==> config.mk <==
export PLATFORM = sky130hd
export DESIGN_NAME = reg_file_flat
export DESIGN_NICKNAME = d
export VERILOG_FILES = /design/src/rtl/reg_file_pkg.sv /design/src/rtl/reg_file_if.sv /design/src/rtl/reg_file_read_port.sv /design/src/rtl/reg_file.sv /design/src/flat_wrapper.sv
export SDC_FILE = /design/constraint.sdc
export NUM_CORES = 2
export LEC_CHECK = 0
export CORE_MARGIN = 2
export CORE_UTILIZATION = 55
export DETAILED_ROUTE_END_ITERATION = 6
export GPL_ROUTABILITY_DRIVEN = 0
export HOLD_SLACK_MARGIN = 0.03
export PLACE_DENSITY = 0.72
export SLEW_MARGIN = 20
export SYNTH_ARGS = -nofsm -noshare
export SYNTH_HDL_FRONTEND = slang
export SYNTH_SLANG_ARGS = --single-unit
==> constraint.sdc <==
create_clock -name clk -period 2.7 [get_ports clk]
set_input_delay 0.27 -clock clk [delete_from_list [all_inputs] [get_ports clk]]
set_output_delay 0.27 -clock clk [all_outputs]
set_load 0.02 [all_outputs]
==> src/rtl/reg_file_pkg.sv <==
// Shared CPU datapath package.
// Holds the register-file geometry, the hardwired zero index and the
// register-index / data-word types that the destination select, the
// register file and the pipeline registers all agree on.
package reg_file_pkg;

    localparam int DATA_W   = 32;
    localparam int ADDR_W   = 5;
    localparam int NUM_REGS = 1 << ADDR_W;

    typedef logic [ADDR_W-1:0] reg_idx_t;
    typedef logic [DATA_W-1:0] word_t;

    localparam reg_idx_t REG_ZERO = 5'd0;

endpackage

==> src/rtl/reg_file_if.sv <==
// Register-file access bus.
// Bundles the write port, the two operand read ports and the debug
// observation port.
//   master : drives wrEn/wrAddr/wrData, rdAddrA/rdAddrB, dbgAddr;
//            receives rdDataA/rdDataB/dbgData
//   slave  : the register file itself (mirror of master)
interface reg_file_if;
    import reg_file_pkg::*;

    logic     wrEn;
    reg_idx_t wrAddr;
    word_t    wrData;
    reg_idx_t rdAddrA;
    word_t    rdDataA;
    reg_idx_t rdAddrB;
    word_t    rdDataB;
    reg_idx_t dbgAddr;
    word_t    dbgData;

    modport master (
        output wrEn, wrAddr, wrData,
        output rdAddrA, rdAddrB, dbgAddr,
        input  rdDataA, rdDataB, dbgData
    );

    modport slave (
        input  wrEn, wrAddr, wrData,
        input  rdAddrA, rdAddrB, dbgAddr,
        output rdDataA, rdDataB, dbgData
    );

endinterface

==> src/rtl/reg_file_read_port.sv <==
// One combinational read port of the register file.
// Ports:
//   rst_n    in  reset (active-low); forces the output to zero
//   regs     in  array contents, entries 1..2^ADDR_W-1
//   rd_addr  in  read address
//   wr_en    in  write enable of the write port (for bypass)
//   wr_addr  in  write address (for bypass)
//   wr_data  in  write data (bypass source)
//   rd_data  out read data
module reg_file_read_port
    import reg_file_pkg::*;
#(
    parameter int DATA_W = reg_file_pkg::DATA_W,
    parameter int ADDR_W = reg_file_pkg::ADDR_W
) (
    input  logic                                   rst_n,
    input  logic [(1<<ADDR_W)-1:1][DATA_W-1:0]     regs,
    input  logic [ADDR_W-1:0]                      rd_addr,
    input  logic                                   wr_en,
    input  logic [ADDR_W-1:0]                      wr_addr,
    input  logic [DATA_W-1:0]                      wr_data,
    output logic [DATA_W-1:0]                      rd_data
);

    // Priority: reset, then the hardwired zero register, then the
    // same-cycle bypass of the value being written back, then the array.
    // Reset must also suppress the bypass so outputs read zero in reset.
    always_comb begin
        rd_data = '0;
        if (!rst_n) begin
            rd_data = '0;
        end else if (rd_addr == ADDR_W'(REG_ZERO)) begin
            rd_data = '0;
        end else if (wr_en && (wr_addr == rd_addr)) begin
            rd_data = wr_data;
        end else begin
            rd_data = regs[rd_addr];
        end
    end

endmodule

==> src/rtl/reg_file.sv <==
// 32 x 32 general-purpose register file with register 0 hardwired to zero,
// two bypassed combinational read ports and a raw debug read port.
// Ports:
//   clk    in  clock, all writes on the rising edge
//   rst_n  in  asynchronous active-low reset, clears every register
//   bus    slave modport of reg_file_if:
//            wrEn/wrAddr/wrData   write port
//            rdAddrA -> rdDataA   operand read port A (rs), bypassed
//            rdAddrB -> rdDataB   operand read port B (rt), bypassed
//            dbgAddr -> dbgData   debug read, array contents only
module reg_file
    import reg_file_pkg::*;
#(
    parameter int DATA_W = reg_file_pkg::DATA_W,
    parameter int ADDR_W = reg_file_pkg::ADDR_W
) (
    input  logic        clk,
    input  logic        rst_n,
    reg_file_if.slave   bus
);

    // Index 0 has no storage; the array starts at 1.
    logic [(1<<ADDR_W)-1:1][DATA_W-1:0] regs;

    // Writes to the zero register are dropped rather than stored.
    always_ff @(posedge clk or negedge rst_n) begin
        if (!rst_n) begin
            regs <= '0;
        end else if (bus.wrEn && (bus.wrAddr != REG_ZERO)) begin
            regs[bus.wrAddr] <= bus.wrData;
        end
    end

    reg_file_read_port #(.DATA_W(DATA_W), .ADDR_W(ADDR_W)) u_port_a (
        .rst_n   (rst_n),
        .regs    (regs),
        .rd_addr (bus.rdAddrA),
        .wr_en   (bus.wrEn),
        .wr_addr (bus.wrAddr),
        .wr_data (bus.wrData),
        .rd_data (bus.rdDataA)
    );

    reg_file_read_port #(.DATA_W(DATA_W), .ADDR_W(ADDR_W)) u_port_b (
        .rst_n   (rst_n),
        .regs    (regs),
        .rd_addr (bus.rdAddrB),
        .wr_en   (bus.wrEn),
        .wr_addr (bus.wrAddr),
        .wr_data (bus.wrData),
        .rd_data (bus.rdDataB)
    );

    // Debug port shows the stored contents only, so it lags a write by
    // one edge even when the read ports are bypassing.
    always_comb begin
        bus.dbgData = '0;
        if (bus.dbgAddr != REG_ZERO) begin
            bus.dbgData = regs[bus.dbgAddr];
        end
    end

endmodule

==> src/flat_wrapper.sv <==
// flat-port wrapper written by rule: the top's interface ports become plain ports
module reg_file_flat import reg_file_pkg::*;
#(
    parameter int DATA_W = reg_file_pkg::DATA_W,
    parameter int ADDR_W = reg_file_pkg::ADDR_W
)
  (clk, rst_n, bus_wrEn, bus_wrAddr, bus_wrData, bus_rdAddrA, bus_rdAddrB, bus_dbgAddr, bus_rdDataA, bus_rdDataB, bus_dbgData);
  reg_file_if bus_i ();
  input  logic clk;
  input  logic rst_n;
  input wire logic [$bits(bus_i.wrEn)-1:0] bus_wrEn;
  input wire logic [$bits(bus_i.wrAddr)-1:0] bus_wrAddr;
  input wire logic [$bits(bus_i.wrData)-1:0] bus_wrData;
  input wire logic [$bits(bus_i.rdAddrA)-1:0] bus_rdAddrA;
  input wire logic [$bits(bus_i.rdAddrB)-1:0] bus_rdAddrB;
  input wire logic [$bits(bus_i.dbgAddr)-1:0] bus_dbgAddr;
  output wire logic [$bits(bus_i.rdDataA)-1:0] bus_rdDataA;
  output wire logic [$bits(bus_i.rdDataB)-1:0] bus_rdDataB;
  output wire logic [$bits(bus_i.dbgData)-1:0] bus_dbgData;
  assign bus_i.wrEn = bus_wrEn;
  assign bus_i.wrAddr = bus_wrAddr;
  assign bus_i.wrData = bus_wrData;
  assign bus_i.rdAddrA = bus_rdAddrA;
  assign bus_i.rdAddrB = bus_rdAddrB;
  assign bus_i.dbgAddr = bus_dbgAddr;
  assign bus_rdDataA = bus_i.rdDataA;
  assign bus_rdDataB = bus_i.rdDataB;
  assign bus_dbgData = bus_i.dbgData;
  reg_file #(.DATA_W(DATA_W), .ADDR_W(ADDR_W)) u_core (.clk(clk), .rst_n(rst_n), .bus(bus_i));
endmodule
==> metrics.cfg <==
[status]
status=finished with violations
violations=negative setup slack

[layout]
top_register=u_core.regs
regArea_sq_um=24800
area_growth_pct=23.8
layout.nets=4990
fillers=7440
top_regs=u_core.regs: 992 flops
final_area_sq_um=77200
multiInputGateArea_sq_um=36800
layout-drive-gt1-share_pct=63.6
largest_reg_flops=992

[sta]
max_slew_margin_pct=34.7
maxSlewViolCount=0
fin_crit_ns=3.19
period_share_pct=118
clock.fmax_mhz=314
finalHoldViolations=0
layout_setup_ws_ns=-0.485
finalClockSkew_ns=0
tightest_slew_ns=0.979
setup_violations=73
rsz0062_at_grt=true

[floorplan]
rows=123
fp.coreArea_sq_um=112000
initial_core_util_pct=55.4
io_pins=151
fp.dieH_microns=341
die_w_microns=341
die_area_sq_um=116000

[yosys]
ys_seq_elements=992
async_flop_share_pct=100
ys_seq_area_share_pct=39.8
ys.flop_type=dfrtp_1
syn-num-nets=4396
synth_edf_count=0
ys_warn_count=0
synthesis.area_sq_um=62300
syn_avg_cell_area_sq_um=14.4
yosysTopAreaCell=dfrtp_1
synth_cell_types=60
synthTopCellsByCount=1,151 x mux2_2, 992 x dfrtp_1, 667 x mux4_2
synth_area_leaders=dfrtp_1 40%, mux4_2 24%, mux2_2 21%, mux2i_1 3.3%, a221oi_1 1.4%
syn_inst=4341
synth_top_area_share_pct=39.8
yosysMostFrequentCell=mux2_2

[placement]
io_buffers=150
hpwl_mm=147
place_area_sq_um=70500

[setup_path]
crit_chain=mux4_2 -> mux4_2 -> and4_1 -> a311o_2 -> buf_6
cp.depth=5
critical-path-top-delay-family=multiplexers
r2r-end=u_core.regs[837]$_DFFE_PN0P_
r2r_cells=4
worstPathArrival_ns=2.92
cp-start-kind=register
crit_type=reg -> out
crit_path_frequent_cell=mux4_2
critPathMaxFanout=2
reg2reg_from=u_core.regs[837]$_DFFE_PN0P_
r2r_slack_ns=1.55
critPathLaunch=u_core.regs[476]$_DFFE_PN0P_
critPathCapture=bus_rdDataA[28]
slowest_stage=mux4_2
crit_path_max_incr_delay_ns=0.52
critPathBufInv=1
endpoint_kind=output port
worstPathRequired_ns=2.43

[min_path]
min_path_type=in -> async

[drt]
drc=0
wl_per_cell_microns=35.7
postRouteAntennaNets=0
num_vias=48200
routed_via_density=7.38
dr.pass1.iters=6
routed_wl_mm=233
drt_iter0_drc=6840

[power]
cellPowerDensity_nw_per_um2=667
cellLeakagePower_nw=33.2
peakVddDrop_uv=533
power_w=0.0515

[cts]
cts_max_level=3
clock_latency_ns=0.70
cts_buffers=110
clock_sinks=992
cts-root-buf=clkbuf_16
cts.path.max_buffers=3
path_clk_slew_ns=0.07
cts_tree=built

[grt]
grt_pass1_vias=48800
overflow=0
grt_usage_pct=40.2
grt_antenna_before_repair=4
grt_max_degree=150
grt_pass1_wl_mm=340

[run]
cap_violations=0

layout make-up:
class | count | area share, %
multi-input combinational | 2843 | 47.7
clock buffer | 168 | 4.44
tap | 1500 | 2.43
clock inverter | 36 | 0.431
inverter | 14 | 0.0697
sequential | 992 | 32.2
antenna | 3 | 0.00972
timing repair buffer | 974 | 12.8
tightest hold or removal path, cell delays in order:
cell and delay [ns]:
buf_8 0.12, dlymetal6s4s_1 0.47, buf_4 0.41
report_power, final:
group | internal (W) | switching [W] | total, W | leakage, nW
registers | 0.0178 | 0.00286 | 0.0207 | 12.7
logic | 0.00909 | 0.00611 | 0.0152 | 18.7
clock network | 0.00909 | 0.00654 | 0.0156 | 1.86
how the worst min path moves through the flow:
stage	cells past startpoint	endpoint	from
after global routing	3	u_core.regs[273]$_DFFE_PN0P_	rst_n
after CTS	2	u_core.regs[257]$_DFFE_PN0P_	rst_n
after detailed placement	1	u_core.regs[257]$_DFFE_PN0P_	rst_n
final	3	u_core.regs[273]$_DFFE_PN0P_	rst_n
after global placement	1	u_core.regs[257]$_DFFE_PN0P_	rst_n
after floorplan	0	u_core.regs[0]$_DFFE_PN0P_	rst_n
cells by family (layout without fill, tap and decap cells):
| kind of cell | Yosys count | count (layout) | share of synthesized area (%) |
|---|---|---|---|
| buffers and inverters | 506 | 1192 | 3.88 |
| other | 0 | 3 | 0 |
| flip-flops | 992 | 992 | 39.8 |
| multiplexers | 2023 | 2023 | 48.2 |
| XOR/XNOR | 10 | 10 | 0.140 |
| AND/OR/NAND/NOR | 342 | 342 | 2.54 |
| AO/OA/AOI/OAI | 468 | 468 | 5.44 |
layout by cell type, fill, tap and decap left out, types with 22 or more instances in the layout:
cell type and n:
a21oi_1 44, a21oi_2 25, a221oi_1 71, a22o_1 40, buf_12 158, buf_4 642, buf_6 115, clkbuf_16 115
clkbuf_8 35, clkdlybuf4s50_1 34, clkinv_2 22, dfrtp_1 992, mux2_2 1118, mux2_4 33, mux2i_1 193, mux4_2 667
nand2_1 104, nor2_1 54, nor2_4 25, o21ai_0 63
per-layer routing:
| metal | global-route usage, % | vias up | share of wire, % | wire, microns |
|---|---|---|---|---|
| li1 | - | 18500 | - | - |
| met5 | 0 | - | 0.0056 | 13 |
| met3 | 14.1 | 903 | 14 | 33200 |
| met1 | 54.3 | 25000 | 36 | 84600 |
| met2 | 56.7 | 3801 | 43 | 99600 |
| met4 | 22.6 | 2 | 6.7 | 15500 |
metrics by stage:
stage,TNS (ns),util (%),std cells,setup WS (ns),hold WS (ns)
global route,-11.21,68.6,6528,-0.484,0.143
CTS,-10.21,67.6,6471,-0.488,0.0646
floorplan,0,-,4341,0.264,-0.0256
finish,-9.13,68.6,6530,-0.485,0.136
global placement,-49.91,62.7,6167,-0.785,0.0811
detailed placement,-50.82,62.7,6167,-0.721,0.0828
timing repair:
action	CTS	global route
setup endpoints to repair	96	170
endpoints found under the hold margin	213	2
setup buffers	113	60
hold buffers	1	1
cloned	0	0
resized for setup	707	174
pin swaps	88	79
Note: power is estimated with default switching activity, not from simulation.
